[config.mk]
export PLATFORM = sky130hd
export DESIGN_NAME = fp_issue
export DESIGN_NICKNAME = d
export VERILOG_FILES = /design/src/rtl/fp_pkg.sv /design/src/rtl/fp_regfile.sv /design/src/rtl/fp_issue.sv
export SDC_FILE = /design/constraint.sdc
export NUM_CORES = 1
export LEC_CHECK = 0
export CORE_ASPECT_RATIO = 0.7
export CORE_MARGIN = 3
export CORE_UTILIZATION = 55
export DETAILED_ROUTE_END_ITERATION = 8
export PLACE_DENSITY = 0.75
export RECOVER_POWER = 100
export SETUP_SLACK_MARGIN = 0.2
export SLEW_MARGIN = 20
export SYNTH_ARGS = -nofsm -noshare
export SYNTH_HDL_FRONTEND = slang
export SYNTH_SLANG_ARGS = --single-unit
export TNS_END_PERCENT = 50
[constraint.sdc]
create_clock -name clk -period 14.65 [get_ports clk]
set_input_delay 2.93 -clock clk [delete_from_list [all_inputs] [get_ports clk]]
set_output_delay 2.93 -clock clk [all_outputs]
set_load 0.01 [all_outputs]
[src/rtl/fp_pkg.sv]
// Shared op codes, sequencer state encoding and op-latency helper for the FP issue stage.
package fp_pkg;

    localparam logic [3:0] FP_ADD   = 4'b0000;
    localparam logic [3:0] FP_SUB   = 4'b0001;
    localparam logic [3:0] FP_MUL   = 4'b0010;
    localparam logic [3:0] FP_DIV   = 4'b0011;
    localparam logic [3:0] FP_FLOOR = 4'b0100;
    localparam logic [3:0] FP_ABS   = 4'b0101;
    localparam logic [3:0] FP_SQRT  = 4'b0110;
    localparam logic [3:0] FP_ATAN  = 4'b0111;
    // Any code with bit 3 set is a move; this is the canonical one.
    localparam logic [3:0] FP_MOVE  = 4'b1000;

    typedef enum logic [1:0] {
        ST_IDLE = 2'd0,
        ST_EXEC = 2'd1,
        ST_WAIT = 2'd2,
        ST_WB   = 2'd3
    } fp_state_t;

    typedef struct packed {
        logic [3:0]  op;
        logic [15:0] in1;
        logic [15:0] in2;
    } fp_opnd_t;

    // atan goes through a registered LUT in the FP unit and needs one more cycle.
    function automatic logic fp_extra_wait(input logic [3:0] op);
        return op == FP_ATAN;
    endfunction

endpackage

[src/rtl/fp_regfile.sv]
// fp16 register file: one write port, three combinational read ports.
// Latency: write visible on reads the cycle after the write edge.
// Backpressure: none; the caller arbitrates the single write port.
module fp_regfile #(
    parameter int NREGS = 16,
    parameter int AW    = 4
) (
    input  logic          clk,
    input  logic          rst,
    input  logic          we,
    input  logic [AW-1:0] waddr,
    input  logic [15:0]   wdata,
    input  logic [AW-1:0] raddr1,
    output logic [15:0]   rdata1,
    input  logic [AW-1:0] raddr2,
    output logic [15:0]   rdata2,
    input  logic [AW-1:0] dbg_addr,
    output logic [15:0]   dbg_data
);

    logic [15:0] mem [NREGS];

    always_ff @(posedge clk or posedge rst) begin
        if (rst) begin
            for (int i = 0; i < NREGS; i++) begin
                mem[i] <= 16'h0000;
            end
        end else if (we) begin
            mem[waddr] <= wdata;
        end
    end

    assign rdata1   = mem[raddr1];
    assign rdata2   = mem[raddr2];
    assign dbg_data = mem[dbg_addr];

endmodule

[src/rtl/fp_issue.sv]
// Sequences one FP instruction at a time: read sources, drive FP unit, write result back.
// Latency: accept to writeback 2 edges (3 for atan); one instruction per 3 (4) cycles.
// Backpressure: instr_ready only in IDLE; host loads yield to a same-cycle instruction.
module fp_issue
    import fp_pkg::*;
#(
    parameter int NREGS = 16,
    parameter int AW    = 4
) (
    input  logic          clk,
    input  logic          rst,
    input  logic          instr_valid,
    output logic          instr_ready,
    input  logic [3:0]    instr_op,
    input  logic [AW-1:0] instr_rd,
    input  logic [AW-1:0] instr_rs1,
    input  logic [AW-1:0] instr_rs2,
    output logic [3:0]    fpu_op,
    output logic [15:0]   fpu_in1,
    output logic [15:0]   fpu_in2,
    input  logic [15:0]   fpu_out,
    input  logic          ld_valid,
    output logic          ld_ready,
    input  logic [AW-1:0] ld_addr,
    input  logic [15:0]   ld_data,
    input  logic [AW-1:0] dbg_addr,
    output logic [15:0]   dbg_data,
    output logic          done,
    output logic          busy
);

    fp_state_t     state;
    fp_opnd_t      opnd_q;
    logic [AW-1:0] rd_q;
    logic [15:0]   res_q;
    logic [15:0]   rs1_dat;
    logic [15:0]   rs2_dat;
    logic          wb_we;
    logic          ld_fire;
    logic          rf_we;
    logic [AW-1:0] rf_waddr;
    logic [15:0]   rf_wdata;

    assign instr_ready = (state == ST_IDLE) && !rst;
    assign ld_ready    = (state == ST_IDLE) && !instr_valid && !rst;
    assign busy        = (state != ST_IDLE);

    // Operand register doubles as the FP unit drive, so it holds between instructions.
    assign fpu_op  = opnd_q.op;
    assign fpu_in1 = opnd_q.in1;
    assign fpu_in2 = opnd_q.in2;

    assign wb_we    = (state == ST_WB);
    assign ld_fire  = ld_valid && ld_ready;
    assign rf_we    = wb_we || ld_fire;
    assign rf_waddr = wb_we ? rd_q  : ld_addr;
    assign rf_wdata = wb_we ? res_q : ld_data;

    fp_regfile #(
        .NREGS (NREGS),
        .AW    (AW)
    ) u_regfile (
        .clk      (clk),
        .rst      (rst),
        .we       (rf_we),
        .waddr    (rf_waddr),
        .wdata    (rf_wdata),
        .raddr1   (instr_rs1),
        .rdata1   (rs1_dat),
        .raddr2   (instr_rs2),
        .rdata2   (rs2_dat),
        .dbg_addr (dbg_addr),
        .dbg_data (dbg_data)
    );

    always_ff @(posedge clk or posedge rst) begin
        if (rst) begin
            state  <= ST_IDLE;
            opnd_q <= '0;
            rd_q   <= '0;
            res_q  <= 16'h0000;
            done   <= 1'b0;
        end else begin
            done <= 1'b0;
            case (state)
                ST_IDLE: begin
                    if (instr_valid) begin
                        opnd_q <= '{op: instr_op, in1: rs1_dat, in2: rs2_dat};
                        rd_q   <= instr_rd;
                        state  <= ST_EXEC;
                    end
                end
                ST_EXEC: begin
                    if (fp_extra_wait(opnd_q.op)) begin
                        state <= ST_WAIT;
                    end else begin
                        res_q <= fpu_out;
                        done  <= 1'b1;
                        state <= ST_WB;
                    end
                end
                ST_WAIT: begin
                    res_q <= fpu_out;
                    done  <= 1'b1;
                    state <= ST_WB;
                end
                ST_WB: begin
                    state <= ST_IDLE;
                end
                default: begin
                    state <= ST_IDLE;
                end
            endcase
        end
    end

endmodule

==> impl_metrics.yaml <==
die:
  rows: 56
  die_x_um: 228
  dieArea_um2: 36900
  die_h_um: 162
  num_io_pins: 116
  core_um2: 33800
  start_util_pct: 56.3
synthesis:
  ys_warn_count: 0
  synth_nets: 1495
  synth_top_flop_cell: "dfrtp_1"
  syn_inst: 1430
  synth.ff_latch_count: 315
  ys_async_sr_fraction_pct: 100
  syn_avg_cell_area_um2: 13.3
  synth_seq_area_share_pct: 41.5
  syn-cell-area_um2: 19000
  synth-edff-count: 0
  ys_types: 39
cts:
  cts_htree_levels: 1
  cts-root-buf: "clkbuf_16"
  numClockSinks: 315
  postCtsSetupRepairBufs: 0
  cts_tree: "built"
  cts_buffer_depth: 3
  cts_resized: 0
  clk-insertion-delay-late_ns: 0.58
  cts_inserted_buffers: 31
  clk_pin_slew_ns: 0.06
  ctsHoldBuffers: 0
sta:
  hold_viol: 0
  fin_crit_sh_pct: 66.7
  fin_crit_ns: 9.77
  rsz0062_at_grt: "no"
  worst_slew_pin_slew_ns: 4.97
  fin_skew_ns: 0.0113
  slew_viol_final: 339
  whs_ns: 0.475
  setup_viol: 0
  slew_headroom_pct: -233
  setup_tns_ns: 0
  max_freq_ghz: 0.102
critical_path:
  slowest_stage: "clkbuf_1"
  slowest_delay_ns: 1.27
  r2r_setup_slack_ns: 10.18
  setup.worst_path.start_class: "input pin"
  crit_required_ns: 11.72
  crit_top_cell: "mux4_2"
  path_cells: "clkbuf_1, buf_4, mux4_2, mux4_2, dlygate4sd3_1"
  cp-startpoint: "dbg_addr[0]"
  cp_num_buf_inv: 3
  r2r-start: "state[0]$_DFFE_PP0P_"
  cp_data_arrival_time_ns: 6.84
  worst-setup-path-type: "in2out"
  cp_max_fo: 43
  critPathTopFamily: "buffers and inverters"
  cp-end-kind: "output pin"
finish:
  drive_gt1_share_pct: 20.9
  syn2layout_area_growth_pct: 8.47
  fill_cells: 2743
  finish.net_count: 1546
  antennaDiodeCount: 0
  area.sequential_um2: 7880
  multi_input_area_um2: 9850
placed_design:
  globalplace.congestion: 0.842
  port-buffer-count: 115
  dp_hpwl_mm: 31.3
routing:
  ant_nets: 0
  via_per_inst: 6.73
  drt-pass1-iter-count: 7
  initialDrtViolationCount: 1438
  routedWlPerCell_um: 28.1
  via_count: 13209
  wirelength_mm: 55.2
  remaining_drc_errors: 0
flow_run:
  drv_cap: 11
worst_hold_path:
  min_path_type: "reg2reg"
  holdCritStartpoint: "fpu_in1[4]$_DFFE_PP0P_"
power:
  p_total_mw: 4.07
  cellLeakagePower_nw: 9.06
  vdd_drop_max_v: 0.000112
  power_density_nw_per_um2: 198
grt:
  overflow: 0
  antenna_found_initial: 0
  grt_usage_pct: 29.7
  grt_start_max_net_pins: 111
  grt_pass1_wl_mm: 84.0
  grt_pass1_vias: 13197
run_status:
  violations: "max-capacitance violations, max-slew violations"
  outcome: "complete, but fails checks"
[final cells by class]
type	instances	area share [%]
flip-flops and latches	315	38.2
multi-input cells	985	47.8
repair buffers	140	6.37
clock inverters	8	0.212
well taps	464	2.82
inverters	8	0.152
clock buffers	44	4.44
[stage by stage]
stage / util (%) / instance area [um2] / instances / worst slack (ns)
6_report: 61.0 / 20600 / 1964 / 4.88
5_1_grt: 61.0 / 20600 / 1964 / 3.52
4_1_cts: 63.1 / 21300 / 1964 / 5.97
3_5_place_dp: 60.2 / 20300 / 1912 / 5.98
3_3_place_gp: 60.1 / 20300 / 1911 / 6.04
2_1_floorplan: - / 19000 / 1430 / 3.01
[worst reg2reg max path, delay by kind of cell (launching register included)]
family / cells / cell delay, ns
DFF: 1 / 0.39
AOI/OAI and AO/OA: 1 / 1.88
adders and majority gates: 1 / 0.53
muxes: 1 / 0.44
and+or+nand+nor: 1 / 0.16
buffers and inverters: 1 / 0.95
[cells by family after synthesis]
family                   after synthesis  share of synthesized area, %
adder cells (fa/ha/maj)                5                         0.329
flip-flops                           315                          41.5
AO/OA/AOI/OAI                        120                          5.14
multiplexers                         634                          42.8
buffers and inverters                130                          3.62
AND/OR/NAND/NOR                      226                          6.66
[Yosys cell counts (2+ instances only)]
cell type / instances / area [um2]
nand2_1: 84 / 315
nand4_1: 19 / 119
a21oi_1: 14 / 70.1
nor2_1: 9 / 33.8
and2_1: 2 / 12.5
dfrtp_1: 315 / 7880
nand2b_1: 2 / 12.5
nand2_4: 7 / 78.8
buf_1: 2 / 7.51
clkbuf_1: 59 / 221
buf_6: 17 / 191
nand3b_1: 2 / 15.0
nand3_4: 9 / 158
buf_4: 7 / 52.6
o21ai_4: 2 / 32.5
o32ai_4: 2 / 55.1
mux2_2: 137 / 1540
a22oi_1: 97 / 728
inv_1: 5 / 18.8
buf_2: 37 / 185
mux2_1: 50 / 563
nand3_1: 79 / 395
ha_1: 5 / 62.6
mux2i_1: 257 / 2570
and3_1: 2 / 12.5
mux2_4: 110 / 1650
a32o_2: 2 / 22.5
mux4_2: 80 / 1800
inv_2: 3 / 11.3
nor2b_1: 5 / 31.3
[final timing paths]
path	end	depth (start not counted)
max in group asynchronous	u_regfile.mem[6]$_DFFE_PP0P_	4
min in group asynchronous	res_q[9]$_DFFE_PP0P_	2
worst min register to register	fpu_in1[4]$_DFFE_PP0P_	2
worst min-delay path	fpu_in1[4]$_DFFE_PP0P_	2
worst max register to register	u_regfile.mem[63]$_DFFE_PP0P_	5
worst max-delay path	dbg_data[9]	5
[routing by layer]
metal	track usage [%]	up-vias	share of wire, %	wire length, um
li1	-	5529	-	-
met1	43.1	6853	44	24200
met2	45.2	701	44	24300
met3	6.73	126	8.9	4940
met4	8.40	0	3.1	1690
met5	0	-	0	0
[flip-flops by register name (all words and copies together), names as in the netlist]
| signal | cells |
|---|---|
| res_q | 16 |
| done | 1 |
| u_regfile.mem | 256 |
| rd_q | 4 |
| fpu_in2 | 16 |
| fpu_in1 | 16 |
| state | 2 |
| fpu_op | 4 |
[placed cells by master, fill, tap and decap left out, types with 3 or more instances in the layout]
master,netlist,layout
a21oi_1,14,14
a22oi_1,97,98
buf_4,7,21
clkbuf_1,59,10
clkbuf_16,0,31
clkbuf_8,0,9
clkdlybuf4s50_1,0,37
clkinv_2,0,7
dfrtp_1,315,315
dlygate4sd3_1,0,74
ha_1,5,5
inv_1,5,4
inv_2,3,3
mux2_1,50,155
mux2_2,137,137
mux2_4,110,5
mux2i_1,257,256
mux4_2,80,80
nand2_1,84,91
nand3_1,79,88
nand4_1,19,19
nor2_1,9,6
nor2b_2,0,3
[report_power, final]
group          internal, mW  switching [mW]  leakage [nW]
clock network         0.429           0.343         0.483
logic                 0.843           0.706          4.74
registers              1.30           0.452          3.83
(Power assumes the default switching activity.)
